`src/rtl/pip_pkg.sv`:
```
// ----------------------------------------------------------------------------
// pip_pkg
// Definitions shared by every pipeline stage. It holds the state encoding of
// the skid register and the default payload and counter widths, so all
// stages agree on them.
// ----------------------------------------------------------------------------
package pip_pkg;

    // Occupancy of a skid register.
    //   EMPTY : no entry is valid
    //   FULL  : the main entry is valid
    //   SKID  : the main and skid entries are both valid
    typedef enum logic [1:0] {
        EMPTY = 2'd0,
        FULL  = 2'd1,
        SKID  = 2'd2
    } skid_state_t;

    localparam int DEF_DATA_WIDTH = 32;
    localparam int DEF_CTRL_WIDTH = 8;
    localparam int DEF_CNT_WIDTH  = 16;

endpackage : pip_pkg

```
`src/rtl/sat_counter.sv`:
```
// ----------------------------------------------------------------------------
// sat_counter
// Up-counter that saturates at all-ones. A clear in the same cycle as an
// increment wins.
//
// Ports
//   clk    : clock, rising edge
//   rst_n  : asynchronous active-low reset
//   inc    : add one this cycle (ignored once the counter is saturated)
//   clr    : synchronous clear to zero; takes priority over inc
//   count  : current count
// ----------------------------------------------------------------------------
module sat_counter #(
    parameter int WIDTH = 16
) (
    input  logic             clk,
    input  logic             rst_n,
    input  logic             inc,
    input  logic             clr,
    output logic [WIDTH-1:0] count
);

    logic [WIDTH-1:0] r_count;

    // NOTE: sequential state is written only with non-blocking assignments.
    // Every register then samples values from before the edge, whatever
    // order the blocks are evaluated in.
    always_ff @(posedge clk or negedge rst_n) begin
        if (!rst_n) begin
            r_count <= '0;
        end else if (clr) begin
            r_count <= '0;
        end else if (inc && (r_count != '1)) begin
            r_count <= r_count + 1'b1;
        end
    end

    assign count = r_count;

endmodule : sat_counter

```
`src/rtl/pip_skid_reg.sv`:
```
// ----------------------------------------------------------------------------
// pip_skid_reg
// Two-entry pipeline register with a valid/ready handshake on both sides.
// The main entry drives the outputs. The skid entry catches a beat that
// arrives while the downstream stage is stalled. Because of the skid entry,
// ready_out is a function of registered state only, so no combinational path
// runs from ready_in back upstream. A saturating counter records the number
// of cycles in which the output beat was stalled.
//
// Ports
//   clk, rst_n          : clock (rising edge), asynchronous active-low reset
//   valid_in, ready_out : upstream handshake
//   data_in, ctrl_in    : upstream payload
//   valid_out, ready_in : downstream handshake
//   data_out, ctrl_out  : downstream payload (ctrl_out is zero when not valid)
//   flush               : discard all held beats and any incoming beat
//   clr_cnt             : synchronous clear of stall_cnt
//   stall_cnt           : saturating count of cycles with valid_out && !ready_in
// ----------------------------------------------------------------------------
module pip_skid_reg
    import pip_pkg::*;
#(
    parameter int DATA_WIDTH = DEF_DATA_WIDTH,
    parameter int CTRL_WIDTH = DEF_CTRL_WIDTH,
    parameter int CNT_WIDTH  = DEF_CNT_WIDTH
) (
    input  logic                  clk,
    input  logic                  rst_n,
    input  logic                  valid_in,
    output logic                  ready_out,
    input  logic [DATA_WIDTH-1:0] data_in,
    input  logic [CTRL_WIDTH-1:0] ctrl_in,
    output logic                  valid_out,
    input  logic                  ready_in,
    output logic [DATA_WIDTH-1:0] data_out,
    output logic [CTRL_WIDTH-1:0] ctrl_out,
    input  logic                  flush,
    input  logic                  clr_cnt,
    output logic [CNT_WIDTH-1:0]  stall_cnt
);

    skid_state_t           r_state;
    skid_state_t           w_next_state;

    logic [DATA_WIDTH-1:0] r_main_data;
    logic [CTRL_WIDTH-1:0] r_main_ctrl;
    logic [DATA_WIDTH-1:0] r_skid_data;
    logic [CTRL_WIDTH-1:0] r_skid_ctrl;

    logic                  w_in_fire;
    logic                  w_out_fire;
    logic                  w_main_from_in;
    logic                  w_main_from_skid;
    logic                  w_skid_from_in;

    // Both handshake flags decode the registered state only.
    assign ready_out  = (r_state != SKID);
    assign valid_out  = (r_state != EMPTY);
    assign w_in_fire  = valid_in && ready_out;
    assign w_out_fire = valid_out && ready_in;

    // Next-state logic and load enables for the storage entries.
    always_comb begin
        // NOTE: every signal assigned here gets a default first. A path that
        // leaves a signal unassigned would infer a latch.
        w_next_state     = r_state;
        w_main_from_in   = 1'b0;
        w_main_from_skid = 1'b0;
        w_skid_from_in   = 1'b0;

        unique case (r_state)
            EMPTY: begin
                if (w_in_fire) begin
                    w_main_from_in = 1'b1;
                    w_next_state   = FULL;
                end
            end
            FULL: begin
                if (w_in_fire && w_out_fire) begin
                    w_main_from_in = 1'b1;
                end else if (w_out_fire) begin
                    w_next_state = EMPTY;
                end else if (w_in_fire) begin
                    w_skid_from_in = 1'b1;
                    w_next_state   = SKID;
                end
            end
            SKID: begin
                // ready_out is low here, so only the output side can move.
                if (w_out_fire) begin
                    w_main_from_skid = 1'b1;
                    w_next_state     = FULL;
                end
            end
            default: w_next_state = EMPTY;
        endcase

        // A flush overrides every other event. Any incoming beat is dropped.
        if (flush) begin
            w_next_state     = EMPTY;
            w_main_from_in   = 1'b0;
            w_main_from_skid = 1'b0;
            w_skid_from_in   = 1'b0;
        end
    end

    always_ff @(posedge clk or negedge rst_n) begin
        if (!rst_n) begin
            r_state <= EMPTY;
        end else begin
            r_state <= w_next_state;
        end
    end

    // NOTE: the payload registers are reset even though the valid state
    // already qualifies them. After reset the outputs must read as all zeros.
    always_ff @(posedge clk or negedge rst_n) begin
        if (!rst_n) begin
            r_main_data <= '0;
            r_main_ctrl <= '0;
            r_skid_data <= '0;
            r_skid_ctrl <= '0;
        end else if (flush) begin
            // Control is zeroed so a killed beat cannot raise a write enable.
            // Stale data is harmless.
            r_main_ctrl <= '0;
            r_skid_ctrl <= '0;
        end else begin
            if (w_main_from_in) begin
                r_main_data <= data_in;
                r_main_ctrl <= ctrl_in;
            end else if (w_main_from_skid) begin
                r_main_data <= r_skid_data;
                r_main_ctrl <= r_skid_ctrl;
            end
            if (w_skid_from_in) begin
                r_skid_data <= data_in;
                r_skid_ctrl <= ctrl_in;
            end
        end
    end

    assign data_out = r_main_data;
    assign ctrl_out = valid_out ? r_main_ctrl : '0;

    sat_counter #(
        .WIDTH (CNT_WIDTH)
    ) u_stall_cnt (
        .clk   (clk),
        .rst_n (rst_n),
        .inc   (valid_out && !ready_in),
        .clr   (clr_cnt),
        .count (stall_cnt)
    );

endmodule : pip_skid_reg

```
`config.mk`:
```
export PLATFORM = sky130hd
export DESIGN_NAME = pip_skid_reg
export DESIGN_NICKNAME = d
export VERILOG_FILES = /design/src/rtl/pip_pkg.sv /design/src/rtl/sat_counter.sv /design/src/rtl/pip_skid_reg.sv
export SDC_FILE = /design/constraint.sdc
export NUM_CORES = 1
export LEC_CHECK = 0
export CAP_MARGIN = 20
export CELL_PAD_IN_SITES_DETAIL_PLACEMENT = 1
export CELL_PAD_IN_SITES_GLOBAL_PLACEMENT = 2
export CORE_ASPECT_RATIO = 2
export CORE_MARGIN = 4
export CORE_UTILIZATION = 35
export CTS_CLUSTER_DIAMETER = 120
export DETAILED_ROUTE_END_ITERATION = 10
export PLACE_DENSITY_LB_ADDON = 0.1
export SYNTH_ARGS = -nofsm -noshare
export SYNTH_HDL_FRONTEND = slang
export SYNTH_SLANG_ARGS = --single-unit
```
`constraint.sdc`:
```
create_clock -name clk -period 5.89 [get_ports clk]
set_clock_uncertainty 0.2 [all_clocks]
set_input_delay 0.589 -clock clk [delete_from_list [all_inputs] [get_ports clk]]
set_output_delay 0.589 -clock clk [all_outputs]
set_load 0.02 [all_outputs]
```
# --- After elaboration in Yosys (flattened, before gate mapping) ---
# Index checks and enable logic that the tools add are counted.
totals:
  reg_bits: 98
  out_inout_bits: 58
  elab_cells: 59
classes:
  n_addsub: 1
  n_eq_ne: 8
  n_mux: 28
  bitwise_logic: 1
  reduce_logical: 15
op_table:
  columns: ["operator", "n"]
  rows:
  - ["32-bit 2-to-1 mux", 2]
  - ["8-bit 2-to-1 mux", 6]
  - ["16-bit 2-to-1 mux", 2]
  - ["16-bit by 1-bit adder with 16-bit output (second input constant)", 1]
  - ["16-bit != test (second input constant)", 1]
  - ["2-bit 2-to-1 mux", 6]
  - ["1-bit 2-to-1 mux", 10]
  - ["3-bit != test (second input constant)", 3]
  - ["2-bit nonzero test", 4]
  - ["2-bit one-hot mux with 3 select lines", 1]
  - ["1-bit logical AND", 5]
  - ["4-bit != test (second input constant)", 1]
  - ["2-bit AND reduction", 2]
  - ["4-bit AND reduction", 1]
  - ["3-bit nonzero test", 1]
  - ["2-bit by 1-bit equality test with 1-bit output (second input constant)", 1]
  - ["2-bit equality test (second input constant)", 1]
  - ["2-bit zero test", 1]
  - ["2-bit != test (second input constant)", 1]
  - ["1-bit one-hot mux with 2 select lines", 1]
  - ["1-bit zero test", 1]
  - ["1-bit inverter", 1]

# --- Depth between registers and ports, before layout ---
depth:
  ltp_word: 9
  depth_mapped: 6
  ltp_nobuf: 5

# --- Hierarchy ---
# A second synthesis with hierarchy kept.
hier_totals:
  cells_unflattened: 393
  hier_area_um2: 4584.4
by_module_without_submodules:
  columns: ["module", "n_inst", "cells_each", "area_per_inst_um2", "seq_area_each_um2"]
  rows:
  - ["pip_skid_reg", 1, 295, 3642.2, 2052.0]
  - ["sat_counter", 1, 98, 942.2, 400.4]

# --- Worst setup path before layout ---
# Ideal clock, no wire load.
synth_path:
  path_type: "input to register"
  startpoint: "in valid_in"
  endpoint: "reg r_skid_data[10]"
  arrival_ns: 1.772
  slack_ns: 3.793
  cell_stages: 5
  path_cell_list: "nor2b_1 -> nand2_1 -> nor2_2 -> buf_4 -> mux2_2"
synth_via:
  elab_chain_cells: 7
synth_lines:
  columns: ["element", "line", "rtl"]
  rows:
  - ["start: declaration", "pip_skid_reg.sv:29", "input logic valid_in,"]
  - ["1-bit logical AND (*)", "pip_skid_reg.sv:59", "assign w_in_fire = valid_in && ready_out;"]
  - ["1-bit 2-to-1 mux", "pip_skid_reg.sv:83", "end else if (w_in_fire) begin"]
  - ["1-bit 2-to-1 mux", "pip_skid_reg.sv:81", "end else if (w_out_fire) begin"]
  - ["1-bit 2-to-1 mux (*)", "pip_skid_reg.sv:79", "if (w_in_fire && w_out_fire) begin"]
  - ["1-bit 2-to-1 mux (*)", "pip_skid_reg.sv:71", "unique case (r_state)"]
  - ["1-bit 2-to-1 mux (*)", "pip_skid_reg.sv:99", "if (flush) begin"]
  - ["2-bit AND reduction (no line) (*)", null, null]
  - ["end signal: assignment", "pip_skid_reg.sv:137", "r_skid_data <= data_in;"]
  - ["end: declaration", "pip_skid_reg.sv:47", "logic [DATA_WIDTH-1:0] r_skid_data;"]
# Every way passes the cells marked *; elsewhere a longest branch is shown, timed or not.
# A chain may end at the register's enable or synchronous reset.

# --- Worst setup path in the final report ---
layout_path:
  startpoint: "in flush"
  endpoint: "reg r_main_data[31], in the netlist data_out[31]"
layout_via:
  elab_chain_cells: 3
layout_lines:
  columns: ["element", "line", "rtl"]
  rows:
  - ["start: declaration", "pip_skid_reg.sv:37", "input logic flush,"]
  - ["1-bit 2-to-1 mux", "pip_skid_reg.sv:99", null]
  - ["2-bit nonzero test (no line)", null, null]
  - ["2-bit AND reduction (no line)", null, null]
  - ["end signal: assignment", "pip_skid_reg.sv:130", "r_main_data <= data_in;"]
  - ["end signal: assignment", "pip_skid_reg.sv:133", "r_main_data <= r_skid_data;"]
  - ["end: declaration", "pip_skid_reg.sv:45", "logic [DATA_WIDTH-1:0] r_main_data;"]
# Several ways; a longest one is shown, not always the timed one.

==> impl_metrics.yaml <==
routing:
  routed_via_density: 5.43
  routed_wl_mm: 11.8
  drtIter0Drc: 82
  firstDrtPassIters: 4
  postRouteAntennaNets: 0
  vias: 3381
  drc: 0
  avgRoutedWirePerCell_um: 18.9
power:
  power_uw: 1780
  combPwrFrac_pct: 19.1
  power_density_nw_per_um2: 304
  swShare_pct: 26.4
  clkPwrFrac_pct: 33.6
  intPower_uw: 1310
  leakagePower_uw: 0.00257
  p_sw_uw: 470
  peakVddDrop_uv: 151
  pwr-share-seq_pct: 47.3
clocking:
  cts_buffers: 9
  cts_sinks: 98
  post_cts_buffers: 0
  ctsResizeCount: 0
  ctsHtreeMaxLevel: 3
  clkTransAtPathRegs_ns: 0.07
  cts_buffer_depth: 2
  cts_tree: "yes"
  root_buffer: "clkbuf_16"
  clock_latency_ns: 0.34
  ctsHoldBuffers: 0
sta:
  setup_viol: 0
  hold_violations: 0
  max_slew_margin_pct: 35.1
  timing.final.crit_period_ns: 3.08
  timing.fmax_mhz: 325
  setup-tns-final_ns: 0
  fin_crit_sh_pct: 52.3
  setup_slack_ns: 2.81
  worst_pin_slew_ns: 0.971
  rsz0062_at_grt: "false"
  maxSlewViolCount: 0
global_route:
  antenna_found_initial: 0
  grt_pass1_wl_mm: 19.3
  use_met3_pct: 3.06
  use_met2_pct: 31.7
  grt_max_degree: 63
  met1_usage_pct: 18.2
  first_global_vias: 3762
  grt.total_usage_pct: 16.9
  grt.overflow.total: 0
  gr-max-usage-layer: "met2"
critical_path:
  cpLargestDelayFamily: "buffers and inverters"
  cp.arrival_ns: 3.15
  crit_type: "input port to register"
  crit_chain: "clkdlybuf4s50_1 -> nor3b_4 -> buf_4 -> a22o_1 -> a21o_1"
  r2r_slack_ns: 3.17
  slowest_delay_ns: 0.89
  start_kind: "input port"
  path_buf_inv: 2
  critical_path.slowest_cell: "nor3b_4"
  path_max_fanout: 28
  crit_path_end_kind: "register"
  crit_required_ns: 5.96
die:
  die-height_um: 167
  die_x_um: 87.4
  start_util_pct: 36.0
  io_pins: 104
  die_area_um2: 14600
  core-area_um2: 12300
  fp-row-count: 57
synth:
  synth_xor_area_share_pct: 0.199
  async_reset_ff_share_pct: 100
  synthSimpleGateAreaFrac_pct: 11.5
  synthMuxAreaShare_pct: 10.7
  synth_top_family_by_area: "compound AO/OA/AOI/OAI gates"
  synth.net_count: 421
  synth_warnings: 0
  synth-compound-area-share_pct: 18.9
  syn-cell-area_um2: 4410
  seq_area_frac_synth_pct: 55.6
  avgSynthCellArea_um2: 11.8
  yosys.area_share.adder_pct: 0.284
  synth_seq_cells: 98
  synth_cells: 374
  synth.distinct_cells: 48
  synthFlopType: "dfrtp_1"
  synth-edff-count: 0
run:
  maxCapViolations: 0
cells_and_area:
  synthToLayoutAreaGrowth_pct: 33.0
  fillCellCount: 1314
  layout-drive-gt1-share_pct: 12.6
  mostFrequentLayoutCell: "clkdlybuf4s50_1"
  final_nets: 518
  layout_common_cells: "clkdlybuf4s50_1 (102), dfrtp_1 (98), a22o_1 (32), a21o_1 (32), mux2_2 (31)"
  antenna_cells: 0
placed_design:
  dp_hpwl_mm: 8.29
  gp_congestion: 0.777
  pre_cts_slack_ns: 2.38
  port_buffers: 103
run_status:
  status: "complete, no violations"
min_path:
  worstHoldPathType: "input port to asynchronous set/reset pin"
cell type report:
cell class | count | area (um^2) | area share (%)
tap | 147 | 184 | 3.13
clock inverter | 5 | 60.1 | 1.02
inverter | 5 | 18.8 | 0.320
clock buffer | 11 | 243 | 4.14
sequential | 98 | 2450 | 41.8
timing repair buffer | 107 | 1060 | 18.0
multi-input combinational | 250 | 1850 | 31.6
power by group through the flow:
stage	clock [uW]	combinational [uW]	sequential, uW
finish	599	340	844
global route	645	368	856
CTS	620	347	844
detailed placement	0	346	858
global placement	0	338	852
floorplan	0	137	887
worst reg2reg max path: stages, from the launching register on:
cell     delay [ns]
dfrtp_1        0.45
nor2b_1        0.34
nand2_1        0.35
nor2_4         0.84
mux2_2         0.43
registers in the layout (all words and copies together) (netlist names):
signal,flops
r_skid_ctrl,8
r_main_ctrl,8
r_state,2
data_out,32
u_stall_cnt.count,16
r_skid_data,32
Yosys cell counts (2+ instances only):
master / n / share of area (%)
dfrtp_1: 98 / 56
inv_1: 5 / 0.43
a211oi_1: 14 / 2.4
clkbuf_1: 10 / 0.85
a22o_1: 32 / 6.4
a21oi_1: 18 / 2.0
or3_1: 2 / 0.28
o21ai_0: 3 / 0.34
and2_1: 2 / 0.28
nor2b_1: 10 / 1.4
or4_1: 4 / 0.68
mux2_2: 31 / 7.9
o31ai_1: 4 / 0.68
buf_2: 4 / 0.45
nor4_1: 3 / 0.43
nor2_1: 16 / 1.4
nor3_1: 4 / 0.45
nand2b_1: 2 / 0.28
and4_1: 3 / 0.60
nor3b_2: 2 / 0.57
mux2i_1: 10 / 2.3
a21o_1: 32 / 5.4
mux2_1: 2 / 0.51
nand4_1: 2 / 0.28
nand3_1: 7 / 0.79
a31oi_1: 2 / 0.28
nand2_1: 27 / 2.3
buf_4: 5 / 0.85
layer usage:
metal  up-vias  wire length (um)
li1       1568                 -
met1      1738              4520
met2        65              6590
met3        10               458
met4         0               223
met5         -                 0
stage by stage:
step	util [%]	instance area [um^2]	std cells	hold WS (ns)
floorplan	-	4410	374	0.0934
global placement	45.4	5570	607	0.259
detailed placement	45.4	5570	607	0.272
CTS	47.8	5870	623	0.0157
global route	47.8	5870	623	0.0334
finish	47.8	5870	623	0.00159
cell families after synthesis:
| kind of cell | Yosys count |
|---|---|
| AOI/OAI and AO/OA | 112 |
| DFF | 98 |
| and+or+nand+nor | 93 |
| muxes | 43 |
| buffers and inverters | 26 |
| xor gates and xnor gates | 1 |
| adders and majority gates | 1 |
worst paths after layout:
kind / start / to / cells past startpoint
max reg2reg: r_state[1] / r_skid_data[13] / 4
max in group asynchronous: rst_n / u_stall_cnt.count[11] / 2
max: flush / data_out[31] / 5
min: rst_n / data_out[25] / 1
min reg2reg: data_out[21] / data_out[21] / 1
min in group clk: data_out[21] / data_out[21] / 1
Note: power is estimated with default switching activity, not from simulation.
